`src/rtl/isa_bus_cycle_engine_if.sv`:
```
// isa_bus_cycle_engine_if: command/response handshake plus ISA pin bundle for the bus cycle engine
interface isa_bus_cycle_engine_if #(
    parameter int ADDR_WIDTH = 10,
    parameter int DATA_WIDTH = 8,
    parameter int FIFO_DEPTH = 4
);
    localparam int LW = $clog2(FIFO_DEPTH) + 1;
    logic                  cmd_valid;
    logic                  cmd_ready;
    logic                  cmd_write;
    logic [ADDR_WIDTH-1:0] cmd_addr;
    logic [DATA_WIDTH-1:0] cmd_wdata;
    logic                  rsp_valid;
    logic                  rsp_ready;
    logic [DATA_WIDTH-1:0] rsp_rdata;
    logic                  rsp_timeout;
    logic [ADDR_WIDTH-1:0] isa_addr;
    logic [DATA_WIDTH-1:0] isa_data_out;
    logic                  isa_data_oe;
    logic [DATA_WIDTH-1:0] isa_data_in;
    logic                  isa_ale;
    logic                  isa_aen;
    logic                  isa_ior;
    logic                  isa_iow;
    logic                  isa_chrdy;
    logic                  busy;
    logic [LW-1:0]         fifo_level;
    modport slave (
        input  cmd_valid, cmd_write, cmd_addr, cmd_wdata, rsp_ready, isa_data_in, isa_chrdy,
        output cmd_ready, rsp_valid, rsp_rdata, rsp_timeout, isa_addr, isa_data_out, isa_data_oe,
               isa_ale, isa_aen, isa_ior, isa_iow, busy, fifo_level
    );
    modport master (
        output cmd_valid, cmd_write, cmd_addr, cmd_wdata, rsp_ready, isa_data_in, isa_chrdy,
        input  cmd_ready, rsp_valid, rsp_rdata, rsp_timeout, isa_addr, isa_data_out, isa_data_oe,
               isa_ale, isa_aen, isa_ior, isa_iow, busy, fifo_level
    );
endinterface

```
`src/rtl/isa_bus_cycle_engine.sv`:
```
// isa_bus_cycle_engine: FIFO-fed ISA I/O cycle generator with programmable ALE/strobe timing,
// isa_chrdy wait states with timeout, and a response handshake.
module isa_bus_cycle_engine #(
    parameter int ADDR_WIDTH     = 10,
    parameter int DATA_WIDTH     = 8,
    parameter int FIFO_DEPTH     = 4,
    parameter int ALE_CYCLES     = 2,
    parameter int STROBE_CYCLES  = 4,
    parameter int TIMEOUT_CYCLES = 64
) (
    input logic                   isa_clk,
    input logic                   isa_reset,
    isa_bus_cycle_engine_if.slave bus
);
    localparam int PW = $clog2(FIFO_DEPTH);
    localparam int LW = PW + 1;
    localparam int EW = 1 + ADDR_WIDTH + DATA_WIDTH;
    localparam int M1 = ALE_CYCLES > STROBE_CYCLES ? ALE_CYCLES : STROBE_CYCLES;
    localparam int MC = M1 > TIMEOUT_CYCLES ? M1 : TIMEOUT_CYCLES;
    localparam int CW = $clog2(MC + 1);
    localparam logic [CW-1:0] ALE_LAST = CW'(ALE_CYCLES - 1);
    localparam logic [CW-1:0] STB_LAST = CW'(STROBE_CYCLES - 1);
    localparam logic [CW-1:0] TO_LAST  = CW'(TIMEOUT_CYCLES - 1);

    typedef enum logic [2:0] {IDLE, ADDR, SETUP, STROBE, WAIT, HOLD, RESP} state_t;

    state_t                state, state_d;
    logic [CW-1:0]         cnt, cnt_d;
    logic [EW-1:0]         mem [FIFO_DEPTH];
    logic [PW-1:0]         wr_ptr, rd_ptr;
    logic [LW-1:0]         level;
    logic                  write_q;
    logic [ADDR_WIDTH-1:0] addr_q;
    logic [DATA_WIDTH-1:0] wdata_q, rdata_q;
    logic                  timeout_q;
    logic                  push, pop, leave, expire, strobe;

    // cmd_ready depends on level only, so a full FIFO never accepts even while popping
    assign bus.cmd_ready    = level < LW'(FIFO_DEPTH);
    assign push             = bus.cmd_valid && bus.cmd_ready;
    assign strobe           = state == STROBE || state == WAIT;
    assign bus.isa_ale      = state == ADDR;
    assign bus.isa_aen      = state == ADDR;
    assign bus.isa_ior      = !(strobe && !write_q);
    assign bus.isa_iow      = !(strobe && write_q);
    assign bus.isa_data_oe  = write_q && (state inside {SETUP, STROBE, WAIT, HOLD});
    assign bus.isa_addr     = addr_q;
    assign bus.isa_data_out = wdata_q;
    assign bus.rsp_valid    = state == RESP;
    assign bus.rsp_rdata    = rdata_q;
    assign bus.rsp_timeout  = timeout_q;
    assign bus.busy         = state != IDLE || level != '0;
    assign bus.fifo_level   = level;

    always_comb begin
        state_d = state;
        cnt_d   = '0;
        pop     = 1'b0;
        leave   = 1'b0;
        expire  = 1'b0;
        case (state)
            IDLE: if (level != '0) begin
                pop     = 1'b1;
                state_d = ADDR;
            end
            ADDR: if (cnt == ALE_LAST) state_d = SETUP; else cnt_d = cnt + 1'b1;
            SETUP: state_d = STROBE;
            STROBE: if (cnt == STB_LAST) begin
                leave   = bus.isa_chrdy;
                state_d = bus.isa_chrdy ? HOLD : WAIT;
            end else cnt_d = cnt + 1'b1;
            WAIT: begin
                expire  = !bus.isa_chrdy && cnt == TO_LAST;
                leave   = bus.isa_chrdy || expire;
                state_d = leave ? HOLD : WAIT;
                cnt_d   = cnt + 1'b1;
            end
            HOLD: state_d = RESP;
            RESP: if (bus.rsp_ready) state_d = IDLE;
            default: state_d = IDLE;
        endcase
    end

    always_ff @(posedge isa_clk)
        if (push) mem[wr_ptr] <= {bus.cmd_write, bus.cmd_addr, bus.cmd_wdata};

    always_ff @(posedge isa_clk or negedge isa_reset) begin
        if (!isa_reset) begin
            state     <= IDLE;
            cnt       <= '0;
            wr_ptr    <= '0;
            rd_ptr    <= '0;
            level     <= '0;
            write_q   <= 1'b0;
            addr_q    <= '0;
            wdata_q   <= '0;
            rdata_q   <= '0;
            timeout_q <= 1'b0;
        end else begin
            state <= state_d;
            cnt   <= cnt_d;
            level <= level + LW'(push) - LW'(pop);
            if (push) wr_ptr <= wr_ptr + 1'b1;
            if (pop) begin
                rd_ptr                      <= rd_ptr + 1'b1;
                {write_q, addr_q, wdata_q} <= mem[rd_ptr];
                rdata_q                     <= '0;
                timeout_q                   <= 1'b0;
            end
            if (leave && !write_q) rdata_q <= expire ? '1 : bus.isa_data_in;
            if (expire) timeout_q <= 1'b1;
        end
    end
endmodule

```
`src/flat_wrapper.sv`:
```
// flat-port wrapper written by rule: the top's interface ports become plain ports
module isa_bus_cycle_engine_flat 
#(
    parameter int ADDR_WIDTH     = 10,
    parameter int DATA_WIDTH     = 8,
    parameter int FIFO_DEPTH     = 4,
    parameter int ALE_CYCLES     = 2,
    parameter int STROBE_CYCLES  = 4,
    parameter int TIMEOUT_CYCLES = 64
)
  (isa_clk, isa_reset, bus_cmd_valid, bus_cmd_write, bus_cmd_addr, bus_cmd_wdata, bus_rsp_ready, bus_isa_data_in, bus_isa_chrdy, bus_cmd_ready, bus_rsp_valid, bus_rsp_rdata, bus_rsp_timeout, bus_isa_addr, bus_isa_data_out, bus_isa_data_oe, bus_isa_ale, bus_isa_aen, bus_isa_ior, bus_isa_iow, bus_busy, bus_fifo_level);
  isa_bus_cycle_engine_if #(.ADDR_WIDTH(ADDR_WIDTH), .DATA_WIDTH(DATA_WIDTH), .FIFO_DEPTH(FIFO_DEPTH)) bus_i ();
  input logic isa_clk;
  input logic isa_reset;
  input wire logic [$bits(bus_i.cmd_valid)-1:0] bus_cmd_valid;
  input wire logic [$bits(bus_i.cmd_write)-1:0] bus_cmd_write;
  input wire logic [$bits(bus_i.cmd_addr)-1:0] bus_cmd_addr;
  input wire logic [$bits(bus_i.cmd_wdata)-1:0] bus_cmd_wdata;
  input wire logic [$bits(bus_i.rsp_ready)-1:0] bus_rsp_ready;
  input wire logic [$bits(bus_i.isa_data_in)-1:0] bus_isa_data_in;
  input wire logic [$bits(bus_i.isa_chrdy)-1:0] bus_isa_chrdy;
  output wire logic [$bits(bus_i.cmd_ready)-1:0] bus_cmd_ready;
  output wire logic [$bits(bus_i.rsp_valid)-1:0] bus_rsp_valid;
  output wire logic [$bits(bus_i.rsp_rdata)-1:0] bus_rsp_rdata;
  output wire logic [$bits(bus_i.rsp_timeout)-1:0] bus_rsp_timeout;
  output wire logic [$bits(bus_i.isa_addr)-1:0] bus_isa_addr;
  output wire logic [$bits(bus_i.isa_data_out)-1:0] bus_isa_data_out;
  output wire logic [$bits(bus_i.isa_data_oe)-1:0] bus_isa_data_oe;
  output wire logic [$bits(bus_i.isa_ale)-1:0] bus_isa_ale;
  output wire logic [$bits(bus_i.isa_aen)-1:0] bus_isa_aen;
  output wire logic [$bits(bus_i.isa_ior)-1:0] bus_isa_ior;
  output wire logic [$bits(bus_i.isa_iow)-1:0] bus_isa_iow;
  output wire logic [$bits(bus_i.busy)-1:0] bus_busy;
  output wire logic [$bits(bus_i.fifo_level)-1:0] bus_fifo_level;
  assign bus_i.cmd_valid = bus_cmd_valid;
  assign bus_i.cmd_write = bus_cmd_write;
  assign bus_i.cmd_addr = bus_cmd_addr;
  assign bus_i.cmd_wdata = bus_cmd_wdata;
  assign bus_i.rsp_ready = bus_rsp_ready;
  assign bus_i.isa_data_in = bus_isa_data_in;
  assign bus_i.isa_chrdy = bus_isa_chrdy;
  assign bus_cmd_ready = bus_i.cmd_ready;
  assign bus_rsp_valid = bus_i.rsp_valid;
  assign bus_rsp_rdata = bus_i.rsp_rdata;
  assign bus_rsp_timeout = bus_i.rsp_timeout;
  assign bus_isa_addr = bus_i.isa_addr;
  assign bus_isa_data_out = bus_i.isa_data_out;
  assign bus_isa_data_oe = bus_i.isa_data_oe;
  assign bus_isa_ale = bus_i.isa_ale;
  assign bus_isa_aen = bus_i.isa_aen;
  assign bus_isa_ior = bus_i.isa_ior;
  assign bus_isa_iow = bus_i.isa_iow;
  assign bus_busy = bus_i.busy;
  assign bus_fifo_level = bus_i.fifo_level;
  isa_bus_cycle_engine #(.ADDR_WIDTH(ADDR_WIDTH), .DATA_WIDTH(DATA_WIDTH), .FIFO_DEPTH(FIFO_DEPTH), .ALE_CYCLES(ALE_CYCLES), .STROBE_CYCLES(STROBE_CYCLES), .TIMEOUT_CYCLES(TIMEOUT_CYCLES)) u_core (.isa_clk(isa_clk), .isa_reset(isa_reset), .bus(bus_i));
endmodule
```
`config.mk`:
```
export PLATFORM = sky130hd
export DESIGN_NAME = isa_bus_cycle_engine_flat
export DESIGN_NICKNAME = d
export VERILOG_FILES = /design/src/rtl/isa_bus_cycle_engine_if.sv /design/src/rtl/isa_bus_cycle_engine.sv /design/src/flat_wrapper.sv
export SDC_FILE = /design/constraint.sdc
export NUM_CORES = 1
export LEC_CHECK = 0
export BUFFER_PORTS_ARGS = -buffer_cell sky130_fd_sc_hd__buf_4
export CORE_MARGIN = 5
export CORE_UTILIZATION = 31
export CTS_BUF_LIST = sky130_fd_sc_hd__clkbuf_4
export DETAILED_ROUTE_END_ITERATION = 10
export GPL_TIMING_DRIVEN = 0
export PLACE_DENSITY = 0.46
export SKIP_LAST_GASP = 1
export SLEW_MARGIN = 20
export SYNTH_ARGS = -nofsm -noshare
export SYNTH_HDL_FRONTEND = slang
export SYNTH_SLANG_ARGS = --single-unit
export TNS_END_PERCENT = 100
```
`constraint.sdc`:
```
create_clock -name isa_clk -period 2.8 [get_ports isa_clk]
set_input_delay 0.14 -clock isa_clk [delete_from_list [all_inputs] [get_ports isa_clk]]
set_output_delay 0.14 -clock isa_clk [all_outputs]
set_load 0.02 [all_outputs]
```
==> qor.yml <==
slowest_stage: "dfrtp_1"
required_ps: 3230
nNetsFinal: 504
synth_flop_cell: "edfxtp_1"
postSynthCellCount: 333
max_freq_ghz: 0.410
grt_pass1_vias: 3224
row_count: 46
layout_common_cells: "edfxtp_1, buf_4, nand2_1"
coreArea_sq_um: 15700
layout_commonest_cell: "edfxtp_1"
grtUsageTotal_pct: 12.4
dieHeight_um: 136
syn-num-nets: 374
synth-seq-cells: 121
reg2regPathDepth: 9
drc: 0
clock_skew_ps: 10.5
synth_area_sq_um: 4920
synth_cell_types: 37
multi_input_area_sq_um: 1370
arrival_ps: 2870
synth_compound_area_share_pct: 2.44
num_io_pins: 70
grt_pass1_wl_mm: 17.2
cap_viol_max_count: 0
final_core_util_pct: 41.0
antenna_found_initial: 0
regArea_sq_um: 3410
outcome: "finished clean"
report.power.total_w: 0.00612
dieArea_sq_um: 18500
clkSlewWorstSetupHoldPaths_ps: 110
drive_above_1_share_pct: 29.2
relSlewSlack_pct: 27.2
p_leak_nw: 2.59
cp-start-kind: "flop"
htreeDepth: 4
finalCritPeriodShare_pct: 87.0
hold_path_class: "in2async"
postLayoutSetupSlackWorst_ps: 364
rsz0062_at_grt: "no"
syn2layout_area_growth_pct: 30.9
period_minus_slack_ps: 2440
drv_slew: 0
postRouteAntennaNets: 0
tritoncts: "yes"
synth_async_sr_flop_share_pct: 37.2
crit_type: "reg2reg"
cp_slowest_stage_delay_ps: 450
synthXorXnorAreaFrac_pct: 1.96
synth_top_family_by_area: "multiplexers"
synth_fa_ha_area_share_pct: 2.44
start_util_pct: 31.3
yosysWarnings: 0
synth_edf_count: 76
viasPerCell: 4.37
cts_buffers: 17
diodes: 0
grt_overflow: 0
syn_area_per_cell_sq_um: 14.8
synth-simple-area-share_pct: 10.4
tightest_slew_ps: 1090
first_pass_iters: 4
clock_latency_ps: 510
die_w_um: 136
cp.depth: 9
via_count: 3022
crit_path_end_kind: "flop"
port-buffer-count: 69
crit_family: "adder cells"
cp.buffers_inverters: 2
cts.sinks: 121
fillers: 1508
root_buffer: "clkbuf_4"
ir_drop_uv: 360
path_max_fanout: 7
hpwl_mm: 6.73
wl_mm: 10.4
drt_iter0_markers: 112
post-place-ws_ps: 38.3
ys_seq_area_share_pct: 69.2
place.gp.congestion: 0.717
hold_violations: 0
crit_chain: "nor3_1 > nand2b_1 > clkinvlp_4 > ha_1 > inv_1 > ha_1 > fa_1 > xnor2_1 > xnor2_1"
grt_max_degree: 46
wire_per_inst_um: 15.1
muxShareOfSynthArea_pct: 10.5
finalSetupTns_ps: 0
power.density_nw_per_um2: 950
cts_buffer_depth: 2
setup_viol: 0
[where the power goes]
group	switching, W	internal, W
logic	0.00126	0.00104
clock network	0.000669	0.000620
registers	0.000202	0.00234
total	0.00213	0.00400
[metal layers]
metal | global-route usage (%) | vias to the layer above | share of wire [%]
li1 | - | 1444 | -
met1 | 15.4 | 1502 | 45
met2 | 20.6 | 66 | 50
met3 | 3.44 | 10 | 4.3
met4 | 4.87 | 0 | 1.2
met5 | 0 | - | 0
[final timing paths]
kind                                         endpoint  slack, ps                  startpoint
setup / recovery             u_core.bus.fifo_level[2]        360    u_core.bus.fifo_level[2]
hold / removal             u_core.bus.isa_data_out[3]        200                   isa_reset
setup reg to reg             u_core.bus.fifo_level[2]        360    u_core.bus.fifo_level[2]
hold reg to reg            u_core.bus.isa_data_out[7]        480  u_core.bus.isa_data_out[7]
max in group asynchronous      u_core.bus.isa_addr[0]       2180                   isa_reset
min in group isa_clk                 u_core.wr_ptr[0]        250               bus_cmd_valid
[per-stage QoR]
stage               std cells  instance area [sq um]  hold slack, ps
finish                    692                   6440             204
global route              692                   6440             206
global placement          618                   5710             216
floorplan                 333                   4920            -156
CTS                       689                   6420             163
detailed placement        619                   5730             215
[flip-flops by register name, summed over array words and instances, names as in the netlist]
register,flops
u_core.mem,76
u_core.bus.isa_addr,10
u_core.bus.isa_data_out,8
u_core.bus.rsp_rdata,8
u_core.cnt,7
u_core.bus.fifo_level,3
u_core.state,3
u_core.rd_ptr,2
u_core.wr_ptr,2
u_core.bus.rsp_timeout,1
u_core.write_q,1
[cells by family after synthesis]
kind of cell,count (synthesis)
buffers and inverters,31
XOR/XNOR,11
AO/OA/AOI/OAI,18
multiplexers,28
adder cells (fa/ha/maj),9
AND/OR/NAND/NOR,115
flip-flops,121
[cell usage after synthesis (3+ instances only)]
library cell   n  area share [%]
edfxtp_1      76              46
nand2_1       73             5.6
dfrtp_1       45              23
nor2_1        20             1.5
mux4_2        19             8.7
inv_1         15             1.1
mux2i_1        9             1.8
xnor2_1        9             1.6
ha_1           8             2.0
clkbuf_1       7            0.53
o21ai_0        7            0.71
and2_1         4            0.51
buf_2          4            0.41
nor2b_1        4            0.51
nor3_1         4            0.41
a21oi_1        3            0.30
[layout make-up]
type,count,area share (%)
clock buffer,17,1.98
inverter,15,0.932
sequential,121,52.9
timing repair buffer,112,14.7
clock inverter,15,2.72
multi-input combinational,181,21.3
buffer,15,1.34
tap,216,4.19
[repair_timing]
| action | in CTS | in global routing |
|---|---|---|
| hold buffers | 39 | 0 |
| endpoints found under the hold margin | 133 | 0 |
| setup endpoints to repair | 1 | 1 |
| buffers inserted | 0 | 3 |
| pin swaps | 0 | 0 |
| resized for setup | 0 | 1 |
[worst register-to-register path, delay by kind of cell, from the launching register on]
family                     cells  cell delay [ps]
and+or+nand+nor                2              450
DFF                            1              450
xor gates and xnor gates       2              310
adders and majority gates      3              910
buffers and inverters          2              250
Note: power is estimated with default switching activity, not from simulation.
